<file path="config.mk">
export PLATFORM = sky130hd
export DESIGN_NAME = uart_rx_fsm
export DESIGN_NICKNAME = d
export VERILOG_FILES = /design/src/rtl/uart_rx_fsm.sv
export SDC_FILE = /design/constraint.sdc
export NUM_CORES = 1
export LEC_CHECK = 0
export CORE_ASPECT_RATIO = 1.2
export CORE_MARGIN = 2
export CORE_UTILIZATION = 25
export DETAILED_ROUTE_END_ITERATION = 8
export GPL_ROUTABILITY_DRIVEN = 0
export GPL_TIMING_DRIVEN = 0
export SETUP_SLACK_MARGIN = 0.05
export SLEW_MARGIN = 25
export SYNTH_ARGS = -nofsm -noshare
export SYNTH_HDL_FRONTEND = slang
export SYNTH_SLANG_ARGS = --single-unit
</file>
<file path="constraint.sdc">
create_clock -name system_clock -period 5.5 [get_ports system_clock]
set_input_delay 1.1 -clock system_clock [delete_from_list [all_inputs] [get_ports system_clock]]
set_output_delay 1.1 -clock system_clock [all_outputs]
set_load 0.005 [all_outputs]
</file>
<file path="src/rtl/uart_rx_fsm.sv">
// ---------------------------------------------------------------------------
// uart_rx_fsm
//
// 8N1 UART receiver (LSB first, idle-high line). The raw line is passed
// through a two-flop synchronizer, and the FSM watches only the synchronized
// copy. An internal baud counter times each bit and samples it in the middle
// of the bit period. Each correctly framed byte is presented on rx_data with a
// one-cycle rx_valid strobe. A bad stop bit produces one frame_error strobe.
// Byte and newline counters track the transmitter's data/line counters, so a
// loopback checker can compare the two sides directly.
//
// Optional feature macro: RX_FRAME_ERR_COUNT_EN
//   When defined, this adds the frame_err_count output. It is a saturating
//   count of frame_error strobes, and both rst and clear_counters zero it.
//
// Ports
//   system_clock    in   1   single clock for all logic
//   rst             in   1   synchronous, active-high reset
//   rx              in   1   asynchronous serial input, idle high
//   clear_counters  in   1   synchronous clear of the counters
//   rx_data         out  8   last correctly framed byte
//   rx_valid        out  1   one-cycle strobe when rx_data updates
//   frame_error     out  1   one-cycle strobe on a bad stop bit
//   busy            out  1   FSM is not in IDLE
//   byte_counter    out  17  good bytes received (wraps)
//   line_counter    out  8   good bytes equal to NEWLINE_CHAR (wraps)
//   frame_err_count out  8   saturating frame error count (macro only)
//
// State table
//   state     | meaning
//   IDLE      | line idle, waiting for a falling edge on rxs
//   START     | timing half a bit to re-check the start bit (glitch filter)
//   DATA      | sampling the 8 data bits at mid-bit, LSB first
//   STOP      | sampling the stop bit; this decides good frame or error
//   WAIT_IDLE | after a framing error, waiting for the line to return high
// ---------------------------------------------------------------------------
module uart_rx_fsm #(
  parameter int          CLKS_PER_BIT = 868,
  parameter logic [7:0]  NEWLINE_CHAR = 8'h0A
) (
  input  logic        system_clock,
  input  logic        rst,
  input  logic        rx,
  input  logic        clear_counters,
  output logic [7:0]  rx_data,
  output logic        rx_valid,
  output logic        frame_error,
  output logic        busy,
  output logic [16:0] byte_counter,
  output logic [7:0]  line_counter
`ifdef RX_FRAME_ERR_COUNT_EN
  ,
  output logic [7:0]  frame_err_count
`endif
);

  localparam int CNT_W = $clog2(CLKS_PER_BIT);

  // START waits half a bit so that every later sample lands at mid-bit.
  localparam logic [CNT_W-1:0] HALF_LAST = CNT_W'(CLKS_PER_BIT / 2 - 1);
  localparam logic [CNT_W-1:0] BIT_LAST  = CNT_W'(CLKS_PER_BIT - 1);

  typedef enum logic [2:0] {
    IDLE      = 3'd0,
    START     = 3'd1,
    DATA      = 3'd2,
    STOP      = 3'd3,
    WAIT_IDLE = 3'd4
  } state_t;

  state_t            state_q, state_d;
  logic [CNT_W-1:0]  baud_q, baud_d;
  logic [2:0]        bit_idx_q, bit_idx_d;
  logic [7:0]        shift_q, shift_d;
  logic              rx_meta_q, rx_meta_d;
  logic              rxs_q, rxs_d;
  logic [7:0]        rx_data_q, rx_data_d;
  logic              rx_valid_q, rx_valid_d;
  logic              frame_error_q, frame_error_d;
  logic              busy_q, busy_d;
  logic [16:0]       byte_counter_q, byte_counter_d;
  logic [7:0]        line_counter_q, line_counter_d;
  logic              good_frame;
  logic              bad_frame;

  // Two-flop synchronizer for the asynchronous line.
  always_comb begin
    rx_meta_d = rx;
    rxs_d     = rx_meta_q;
  end

  // Next-state logic and registered outputs.
  always_comb begin
    state_d       = state_q;
    baud_d        = baud_q;
    bit_idx_d     = bit_idx_q;
    shift_d       = shift_q;
    rx_data_d     = rx_data_q;
    rx_valid_d    = 1'b0;
    frame_error_d = 1'b0;
    good_frame    = 1'b0;
    bad_frame     = 1'b0;

    unique case (state_q)
      IDLE: begin
        if (!rxs_q) begin
          state_d = START;
          baud_d  = '0;
        end
      end

      START: begin
        if (baud_q == HALF_LAST) begin
          if (!rxs_q) begin
            state_d   = DATA;
            baud_d    = '0;
            bit_idx_d = 3'd0;
          end else begin
            // The line went high before mid-bit. Treat it as a glitch.
            state_d = IDLE;
          end
        end else begin
          baud_d = baud_q + CNT_W'(1);
        end
      end

      DATA: begin
        if (baud_q == BIT_LAST) begin
          baud_d             = '0;
          shift_d[bit_idx_q] = rxs_q;
          bit_idx_d          = bit_idx_q + 3'd1;
          if (bit_idx_q == 3'd7) begin
            state_d = STOP;
          end
        end else begin
          baud_d = baud_q + CNT_W'(1);
        end
      end

      STOP: begin
        if (baud_q == BIT_LAST) begin
          baud_d = '0;
          if (rxs_q) begin
            rx_data_d  = shift_q;
            rx_valid_d = 1'b1;
            good_frame = 1'b1;
            state_d    = IDLE;
          end else begin
            frame_error_d = 1'b1;
            bad_frame     = 1'b1;
            state_d       = WAIT_IDLE;
          end
        end else begin
          baud_d = baud_q + CNT_W'(1);
        end
      end

      WAIT_IDLE: begin
        // A held-low line or a break stays here, so it gives only one error.
        if (rxs_q) begin
          state_d = IDLE;
        end
      end

      default: begin
        state_d = IDLE;
      end
    endcase

    // clear_counters takes priority over an increment in the same cycle.
    byte_counter_d = byte_counter_q;
    line_counter_d = line_counter_q;
    if (clear_counters) begin
      byte_counter_d = '0;
      line_counter_d = '0;
    end else if (good_frame) begin
      byte_counter_d = byte_counter_q + 17'd1;
      if (shift_q == NEWLINE_CHAR) begin
        line_counter_d = line_counter_q + 8'd1;
      end
    end

    busy_d = (state_d != IDLE);
  end

  always_ff @(posedge system_clock) begin
    if (rst) begin
      state_q        <= IDLE;
      baud_q         <= '0;
      bit_idx_q      <= 3'd0;
      shift_q        <= 8'h00;
      rx_meta_q      <= 1'b1;
      rxs_q          <= 1'b1;
      rx_data_q      <= 8'h00;
      rx_valid_q     <= 1'b0;
      frame_error_q  <= 1'b0;
      busy_q         <= 1'b0;
      byte_counter_q <= '0;
      line_counter_q <= '0;
    end else begin
      state_q        <= state_d;
      baud_q         <= baud_d;
      bit_idx_q      <= bit_idx_d;
      shift_q        <= shift_d;
      rx_meta_q      <= rx_meta_d;
      rxs_q          <= rxs_d;
      rx_data_q      <= rx_data_d;
      rx_valid_q     <= rx_valid_d;
      frame_error_q  <= frame_error_d;
      busy_q         <= busy_d;
      byte_counter_q <= byte_counter_d;
      line_counter_q <= line_counter_d;
    end
  end

  assign rx_data      = rx_data_q;
  assign rx_valid     = rx_valid_q;
  assign frame_error  = frame_error_q;
  assign busy         = busy_q;
  assign byte_counter = byte_counter_q;
  assign line_counter = line_counter_q;

`ifdef RX_FRAME_ERR_COUNT_EN
  logic [7:0] frame_err_count_q, frame_err_count_d;

  // Saturating count: holds at 0xFF instead of wrapping.
  always_comb begin
    frame_err_count_d = frame_err_count_q;
    if (clear_counters) begin
      frame_err_count_d = 8'h00;
    end else if (bad_frame && (frame_err_count_q != 8'hFF)) begin
      frame_err_count_d = frame_err_count_q + 8'd1;
    end
  end

  always_ff @(posedge system_clock) begin
    if (rst) begin
      frame_err_count_q <= 8'h00;
    end else begin
      frame_err_count_q <= frame_err_count_d;
    end
  end

  assign frame_err_count = frame_err_count_q;
`endif

endmodule

</file>
Yosys cells after proc, flatten, opt, wreduce, memory -nomap -nowiden
Cells that the tools add are included.
{"block": "word_totals", "output_inout_bits": 36, "reg_bits": 62, "wordCells": 67, "input_bits": 4}
{"block": "op_classes", "bitwise": 2, "n_eq_ne": 11, "reduce_logical": 12, "n_mux": 24, "n_lt_le_gt_ge": 2, "add_sub_neg": 4}
{"operator": "10-bit two-way mux", "n": 3}
{"operator": "3-bit two-way mux", "n": 10}
{"operator": "10-bit one-hot mux with 3 select lines", "n": 1}
{"operator": "17-bit by 1-bit adder with 17-bit output (second input constant)", "n": 1}
{"operator": "3-bit one-hot mux with 5 select lines", "n": 1}
{"operator": "10-bit by 1-bit adder with 10-bit output (second input constant)", "n": 1}
{"operator": "10-bit == test (second input constant)", "n": 1}
{"operator": "10-bit by 9-bit == test with 1-bit output (second input constant)", "n": 1}
{"operator": "8-bit by 1-bit adder with 8-bit output (second input constant)", "n": 1}
{"operator": "8-bit bitwise mux", "n": 1}
{"operator": "8-bit by 4-bit == test with 1-bit output (second input constant)", "n": 1}
{"operator": "3-bit by 2-bit == test with 1-bit output (second input constant)", "n": 2}
{"operator": "3-bit == test (second input constant)", "n": 2}
{"operator": "2-bit inequality test (second input constant)", "n": 3}
{"operator": "3-bit one-hot mux with 2 select lines", "n": 1}
{"operator": "3-bit nonzero test", "n": 2}
{"operator": "1-bit two-way mux", "n": 5}
{"operator": "3-bit by 4-bit less-than comparator with 1-bit output (second input constant)", "n": 1}
{"operator": "2-bit AND reduction", "n": 2}
{"operator": "4-bit AND reduction", "n": 1}
{"operator": "2-bit OR reduction", "n": 2}
{"operator": "3-bit by 1-bit adder with 3-bit output (second input constant)", "n": 1}
{"operator": "1-bit demux with 3-bit select", "n": 1}
{"operator": "3-bit by 1-bit == test with 1-bit output (second input constant)", "n": 1}
{"operator": "other kinds (8)", "n": 9}

Logic depth before layout (Yosys ltp)
{"block": "logic_depth", "word_depth": 5, "depth_mapped": 8, "mapped_depth_nobuf": 7}

Worst setup path before layout
No wires, ideal clock.
{"block": "synth_timing", "path_type": "register to register", "start": "register baud_q[0]", "end": "register line_counter_q[7], in the netlist line_counter[7]", "setup_time_ns": 0.070, "path_buffers": 1, "stages_incl_launch_ff": 8, "period_less_slack_ns": 2.331, "setup_slack_ns": 3.169, "arrival_ns": 2.261, "required_ns": 5.430, "path_cell_list": "dfxtp_1 -> ha_1 -> and4bb_4 -> nand4_4 -> or4b_1 -> buf_2 -> or4b_1 -> a21oi_1"}
{"block": "synth_via", "elab_chain_cells": 4}
{"element": "start: declaration", "line_no": "72", "rtl": "logic [CNT_W-1:0] baud_q, baud_d;"}
{"element": "start signal: assignment", "line_no": "202", "rtl": "baud_q <= baud_d;"}
{"element": "10-bit == test", "line_no": "141", "rtl": "if (baud_q == BIT_LAST) begin"}
{"element": "1-bit two-way mux", "line_no": "141"}
{"element": "1-bit two-way mux"}
{"element": "2-bit AND reduction (no source line)"}
{"element": "end signal: assignment", "line_no": "212", "rtl": "line_counter_q <= line_counter_d;"}
{"element": "end: declaration", "line_no": "82", "rtl": "logic [7:0] line_counter_q, line_counter_d;"}
No other way between the ends.
A chain may end at the register's enable or synchronous reset.

Final worst setup path
{"block": "layout_timing", "start": "register baud_q[0]", "end": "register busy_q, in the netlist busy"}
{"block": "layout_via", "elab_chain_cells": 4, "elab_cells_between_ends": 7, "classes_between": "eq/ne: 2; mux: 4; reduce/logical: 1"}
{"element": "10-bit == test or 10-bit by 9-bit == test with 1-bit output (tied branches)", "line_no": "128, 141, 113"}
{"element": "3-bit two-way mux (on tied branches)", "line_no": "141, 113, 128"}
{"element": "3-bit one-hot mux with 5 select lines *", "line_no": "104", "rtl": "unique case (state_q)"}
{"element": "3-bit nonzero test *", "line_no": "183", "rtl": "busy_d = (state_d != IDLE);"}
{"element": "end signal: assignment", "line_no": "210", "rtl": "busy_q <= busy_d;"}
{"element": "end: declaration", "line_no": "80", "rtl": "logic busy_q, busy_d;"}
Mark *: on every way between the ends. The rest lies on a longest branch, timed or not.

==> impl_metrics.json <==
{
  "outcome": "completed",
  "critical-path-max-stage-delay_ns": 0.57,
  "endpoint_kind": "register",
  "grt_pass1_wl_mm": 11.5,
  "worst_pin_slew_ns": 0.773,
  "cts_tree": "yes",
  "synth_nets": 366,
  "grtUsageMet1_pct": 12.4,
  "irDropWorstVdd_mv": 0.131,
  "htree_levels": 3,
  "drc_errors": 0,
  "diodes": 0,
  "cts_inserted_buffers": 9,
  "die_area_um2": 13000,
  "finalHoldViolCount": 0,
  "die_h_um": 124,
  "setup_viol": 0,
  "nFillCells": 1226,
  "drtIter0Drc": 211,
  "use_met2_pct": 18.5,
  "drv_cap": 0,
  "max_freq_mhz": 377,
  "pin_count": 40,
  "netlist_area_um2": 3020,
  "grt_pass1_vias": 2475,
  "vias": 2625,
  "mostFrequentLayoutCells": "62 x dfxtp_1, 38 x clkdlybuf4s50_1, 35 x nand2_1, 35 x nor2_1, 34 x a21oi_1",
  "netlist.area_leader.share_pct": 41.2,
  "cp.arrival_ns": 2.85,
  "grtUsageMet3_pct": 3.51,
  "ys_seq_area_share_pct": 41.2,
  "rows": 43,
  "fin_crit_sh_pct": 48.2,
  "worstSetupStartpointType": "register",
  "postLayoutCoreUtil_pct": 33.3,
  "worstSkewPairLatency_ns": 0.33,
  "tns_ns": 0,
  "layout-drive-gt1-share_pct": 9.78,
  "cts_setup_buffers": 0,
  "clock_skew_ns": 0.00886,
  "slowest_stage": "or4bb_2",
  "post_drt_wl_per_cell_um": 12.2,
  "final_common_cell": "dfxtp_1",
  "port_buffers": 38,
  "busiest_layer": "met2",
  "async_flop_share_pct": 0,
  "ctsRootBufferMaster": "clkbuf_16",
  "crit_required_ns": 5.70,
  "postSynthCellCount": 356,
  "p_leak_nw": 1.29,
  "yosys_warnings": 0,
  "min_period_ns": 2.65,
  "clkTransAtPathRegs_ns": 0.05,
  "worstPathCellList": "ha_1, or4bb_2, nor3_2, mux2i_1, o32ai_1, or3_1",
  "cts_buffer_depth": 2,
  "slew_headroom_pct": 48.2,
  "yosysTopAreaCell": "dfxtp_1",
  "ys.flop_type": "dfxtp_1",
  "detailed_place_hpwl_mm": 5.21,
  "syn2layout_area_growth_pct": 28.8,
  "cts_sinks": 62,
  "critPathKind": "register to register",
  "drv_slew": 0,
  "ant_nets": 0,
  "grt_setup_unrepaired": "no",
  "overflow": 0,
  "synth.distinct_cells": 53,
  "start_util_pct": 25.8,
  "drtPass1Iterations": 4,
  "hold_buffers": 0,
  "avgViaCountPerCell": 4.64,
  "chipWidth_um": 104,
  "critPathMaxFanout": 8,
  "ys_ff_latch": 62,
  "avgSynthCellArea_um2": 8.47,
  "synth_edf_count": 0,
  "nNetsFinal": 415,
  "hp-class": "register to register",
  "antenna_found_initial": 0,
  "power_density_nw_per_um2": 267,
  "total_power_w": 0.00104,
  "grt_start_max_net_pins": 11,
  "synth_area_leaders": "dfxtp_1 41%, a21oi_1 5.6%, mux2i_1 5.6%, nand2_1 4.4%, nor2_1 4.4%",
  "grt_usage_pct": 10.9,
  "post_cts_resize_count": 0,
  "routed_wl_mm": 6.91,
  "coreArea_um2": 11700
}
-- area by class of cell --
cell class / instances / area, µm² / share of cell area, %
multi-input combinational: 259 / 1620 / 41.6
sequential: 62 / 1240 / 32.0
timing repair buffer: 38 / 380 / 9.80
clock buffer: 11 / 243 / 6.25
tap: 157 / 196 / 5.06
buffer: 19 / 97.6 / 2.51
inverter: 16 / 60.1 / 1.55
clock inverter: 4 / 47.5 / 1.22
-- synth_stat cells, types with 2 or more instances --
cell type and n:
a2111oi_0 4, a211oi_1 3, a21oi_1 34, and2_1 2, and3_1 2, and4_1 2
buf_2 3, buf_4 2, clkbuf_1 11, dfxtp_1 62, ha_1 6, inv_1 16
mux2i_1 17, nand2_1 35, nand2b_1 5, nand3_1 20, nand4_1 12, nor2_1 35
nor2b_1 3, nor3_1 10, nor3b_1 2, nor4_1 3, o21ai_0 13, o32ai_1 2
or2_2 3, or3_1 5, or3_2 3, or4_1 2, or4b_1 2, xnor2_1 12
xor2_1 3
-- state kept, by name, indices dropped and copies added, names as in the netlist --
| signal | flops |
|---|---|
| shift_q | 8 |
| rx_data | 8 |
| line_counter | 8 |
| bit_idx_q | 3 |
| rx_valid | 1 |
| frame_error | 1 |
| rx_meta_q | 1 |
| state_q | 3 |
| byte_counter | 17 |
| baud_q | 10 |
| busy | 1 |
| rxs_q | 1 |
-- path summary, 6_finish.rpt --
| check | to | cells past startpoint | from | slack (ns) |
|---|---|---|---|---|
| worst max-delay path | busy$_SDFF_PP0_ | 6 | baud_q[0]$_SDFFE_PP0P_ | 2.85 |
| worst min-delay path | rxs_q$_SDFF_PP1_ | 1 | rx_meta_q$_SDFF_PP1_ | 0.40 |
| worst max register to register | busy$_SDFF_PP0_ | 6 | baud_q[0]$_SDFFE_PP0P_ | 2.85 |
| worst min register to register | rxs_q$_SDFF_PP1_ | 1 | rx_meta_q$_SDFF_PP1_ | 0.40 |
-- worst max-delay path: cells and delay by family, from the launching register on --
| kind | cells | cell delay, ns |
|---|---|---|
| AO/OA/AOI/OAI | 1 | 0.10 |
| AND/OR/NAND/NOR | 3 | 1.47 |
| flip-flops | 1 | 0.40 |
| adder cells (fa/ha/maj) | 1 | 0.30 |
| multiplexers | 1 | 0.26 |
-- per-layer routing --
metal | wire length, µm | up-vias
met2 | 3380 | 40
met3 | 260 | 8
li1 | - | 1362
met4 | 123 | 0
met1 | 3140 | 1215
met5 | 0 | -
-- where the power goes --
part | leakage [nW] | total, W | internal [W] | switching, W
combinational | 0.646 | 0.0000320 | 0.0000119 | 0.0000201
sequential | 0.500 | 0.000454 | 0.000452 | 0.00000192
clock | 0.141 | 0.000551 | 0.000358 | 0.000193
total | 1.29 | 0.00104 | 0.000822 | 0.000215
-- through the flow --
step | cells | worst slack [ns] | hold slack [ns] | instance area [µm²]
after floorplan | 356 | 3.17 | 0.389 | 3020
after global placement | 551 | 2.88 | 0.394 | 3590
after detailed placement | 551 | 2.86 | 0.392 | 3590
after CTS | 566 | 2.85 | 0.404 | 3880
after global routing | 566 | 2.68 | 0.416 | 3880
final | 566 | 2.85 | 0.404 | 3880
-- logic make-up (layout without fill, tap and decap cells) --
kind of cell	Yosys count	after routing	share of synthesized area, %
simple gates	159	159	29.2
fa+ha+maj	6	6	2.49
flops	62	62	41.2
mux	17	17	5.64
xor+xnor	15	15	4.36
compound gates	62	62	12.0
buf+inv	35	88	5.23
(Power assumes the default switching activity.)
==> RTL edit (same settings) <==
Put one more register stage on the output `byte_counter`, cleared by the reset. The value now appears one clock later. The other outputs are not delayed to match.
--- a/src/rtl/uart_rx_fsm.sv
+++ b/src/rtl/uart_rx_fsm.sv
@@ -217,7 +217,13 @@
   assign rx_valid     = rx_valid_q;
   assign frame_error  = frame_error_q;
   assign busy         = busy_q;
-  assign byte_counter = byte_counter_q;
+  always_ff @(posedge system_clock) begin
+    if (rst) begin
+      byte_counter <= '0;
+    end else begin
+      byte_counter <= byte_counter_q;
+    end
+  end
   assign line_counter = line_counter_q;
 
 `ifdef RX_FRAME_ERR_COUNT_EN
Formal check against the unedited RTL: same outputs for any inputs over 10 cycles, from zero or initial values and one cycle with rst high; that may be too few to reach the edited logic, so the function may still have changed.
==> RTL edit against the unedited design <==
- count of clock-buffer cells in the layout shrank 2
- worst setup slack gained 0.062 ns
- total power grew 14%
- design area grew 17%
- register-to-register slack gained 0.46 ns
- final cell count grew 12%
- routed wire length grew 31%
- sequential cell count grew 17
- clock skew shrank 0.00081 ns
- synthesized area grew 21%
- non-clock buffer count grew 9
- die area grew 20%
==> RTL edit: results (changes against the unedited design) <==
* Placed instance area at 4249 µm² (+18%)
* Adder-cell share of the synthesized area at 2.063% (-0.43 points)
* Final setup skew at 0.008050 ns (-0.0008095 ns)
* Placed instance count at 618 (+12%)
* XOR/XNOR Fraction of Synth Area at 0.7219% (-3.6 points)
* Most frequent cells after synthesis: 79 x dfxtp_1, 54 x nand2_1, 21 x mux2i_1
* Maximum number of pins on one net before global-route repair at 16 (+5)
* Ranking of synthesized cells by area: dfxtp_1 43%, mux2i_1 5.8%, nand2_1 5.6%
* H-tree Lvls at 3 (unchanged)
* Layout fillers at 1,485 (+21%)
* Clock Latency Late Sink at 0.35 ns (+0.02 ns)
* Proportion of synthesized area in mux cells at 6.394% (+0.75 points)
* CP max FO at 10 (+2)
* Compound-gate portion of the synthesized area at 13.51% (+1.6 points)
* Outcome: completed
* Vias in the first global route at 3,032 (+23%)
* Post-Syn Instances at 404 (+13%)
* Total GRT Usage at 12.13% (+1.3 points)
* Post CTS Setup Buffer Count at 0 (unchanged)
* R2R cell count at 7 (+1)
* CP max-delay cell: clkdlybuf4s50_1
* Clock root buffer: clkbuf_16
* Syn nets at 414 (+13%)
* Layout Nets at 464 (+12%)
* Total wire length at 9017 µm (+31%)
* Layout cells sized above 1 at 8.279% (-1.5 points)
* CTS max path bufs at 2 (unchanged)
* First-pass GRT wire length at 15,080 µm (+31%)
* Input/output buffers at 39 (+2.6%)
* Post-route cell area at 4531 µm² (+17%)
* Vias per cell at 5.076 (+9.4%)
* Leak at 1.551 nW (+20%)
* Via Count at 3,218 (+23%)
* Initial DRC count at 322 (+53%)
* Min-delay worst type: reg -> reg
* FF-to-FF End: line_counter[4]
* Seq/Total Area, Yosys at 43.45% (+2.3 points)
* Data arrival, critical path at 2.83 ns (-0.02 ns)
* DP Wirelength at 6406 µm (+23%)
* Synth unique cells at 56 (+5.7%)
* Reg2reg setup slack at 3.31 ns (+0.46 ns)
* Worst IR Drop VDD at 0.0001411 V (+7.6%)
* Pre-Repair DR Iteration Count at 4 (unchanged)
* Peak per-stage delay on the critical path at 0.60 ns (+0.03 ns)
* Slew margin rel. at 57.76% (+9.6 points)
## RTL edit: changes by cell type in the layout (fill, tap and decap cells not counted), sizes merged, moves of 11 or more
cell / before / now
or3: 8 / 19
nor2: 35 / 14
a21oi: 34 / 13
dfxtp: 62 / 79
nor2b: 3 / 20
nand2: 35 / 54
## RTL edit: report_power, final
group	switching (mW)	internal, mW
clock	0.254	0.310
combinational	0.0269	0.0129
sequential	0.00190	0.574
total	0.283	0.897
## RTL edit: area by class of cell
| type | instances | area share (%) |
|---|---|---|
| multi-input combinational | 285 | 41.65 |
| sequential | 79 | 34.91 |
| timing repair buffer | 39 | 8.616 |
| clock buffer | 9 | 4.971 |
| tap | 175 | 4.833 |
| buffer | 27 | 2.706 |
| clock inverter | 7 | 1.243 |
| inverter | 13 | 1.077 |
## RTL edit: worst max-delay path, delay by kind of cell
family	cells	cell delay, ns
AND/OR/NAND/NOR	2	0.45
buffers and inverters	2	1.03
AO/OA/AOI/OAI	1	0.26
## RTL edit: worst max-delay path by stage
| stage | cells past startpoint | from | end | slack (ns) |
|---|---|---|---|---|
| global route | 6 | rst | baud_q[8] | 2.76 |
| floorplan | 5 | rst | baud_q[3] | 3.57 |
| detailed placement | 6 | rst | baud_q[8] | 2.57 |
| finish | 5 | clear_counters | byte_counter_q[10] | 2.91 |
| global placement | 6 | rst | baud_q[8] | 2.55 |
| CTS | 6 | rst | baud_q[8] | 2.93 |
## RTL edit: per-stage QoR
stage | power, mW | worst slack, ns | hold WS [ns]
floorplan | 0.6135 | 3.573 | 0.3895
global placement | 0.6278 | 2.554 | 0.3938
detailed placement | 0.6281 | 2.571 | 0.3982
CTS | 1.190 | 2.927 | 0.4127
global route | 1.226 | 2.763 | 0.4327
finish | 1.179 | 2.909 | 0.4080
## RTL edit: logic make-up after synthesis
kind of cell             Yosys count
AND/OR/NAND/NOR                  187
flip-flops                        79
AO/OA/AOI/OAI                     67
buffers and inverters             40
multiplexers                      22
adder cells (fa/ha/maj)            6
XOR/XNOR                           3
## RTL edit: per-layer routing
metal  part of all wire, %  vias up  track usage (%)
met5                     0        -                0
met1                    44     1539            14.51
li1                      -     1588                -
met2                    49       75            20.37
met4                   2.5        0            5.894
met3                   4.2       16            2.853
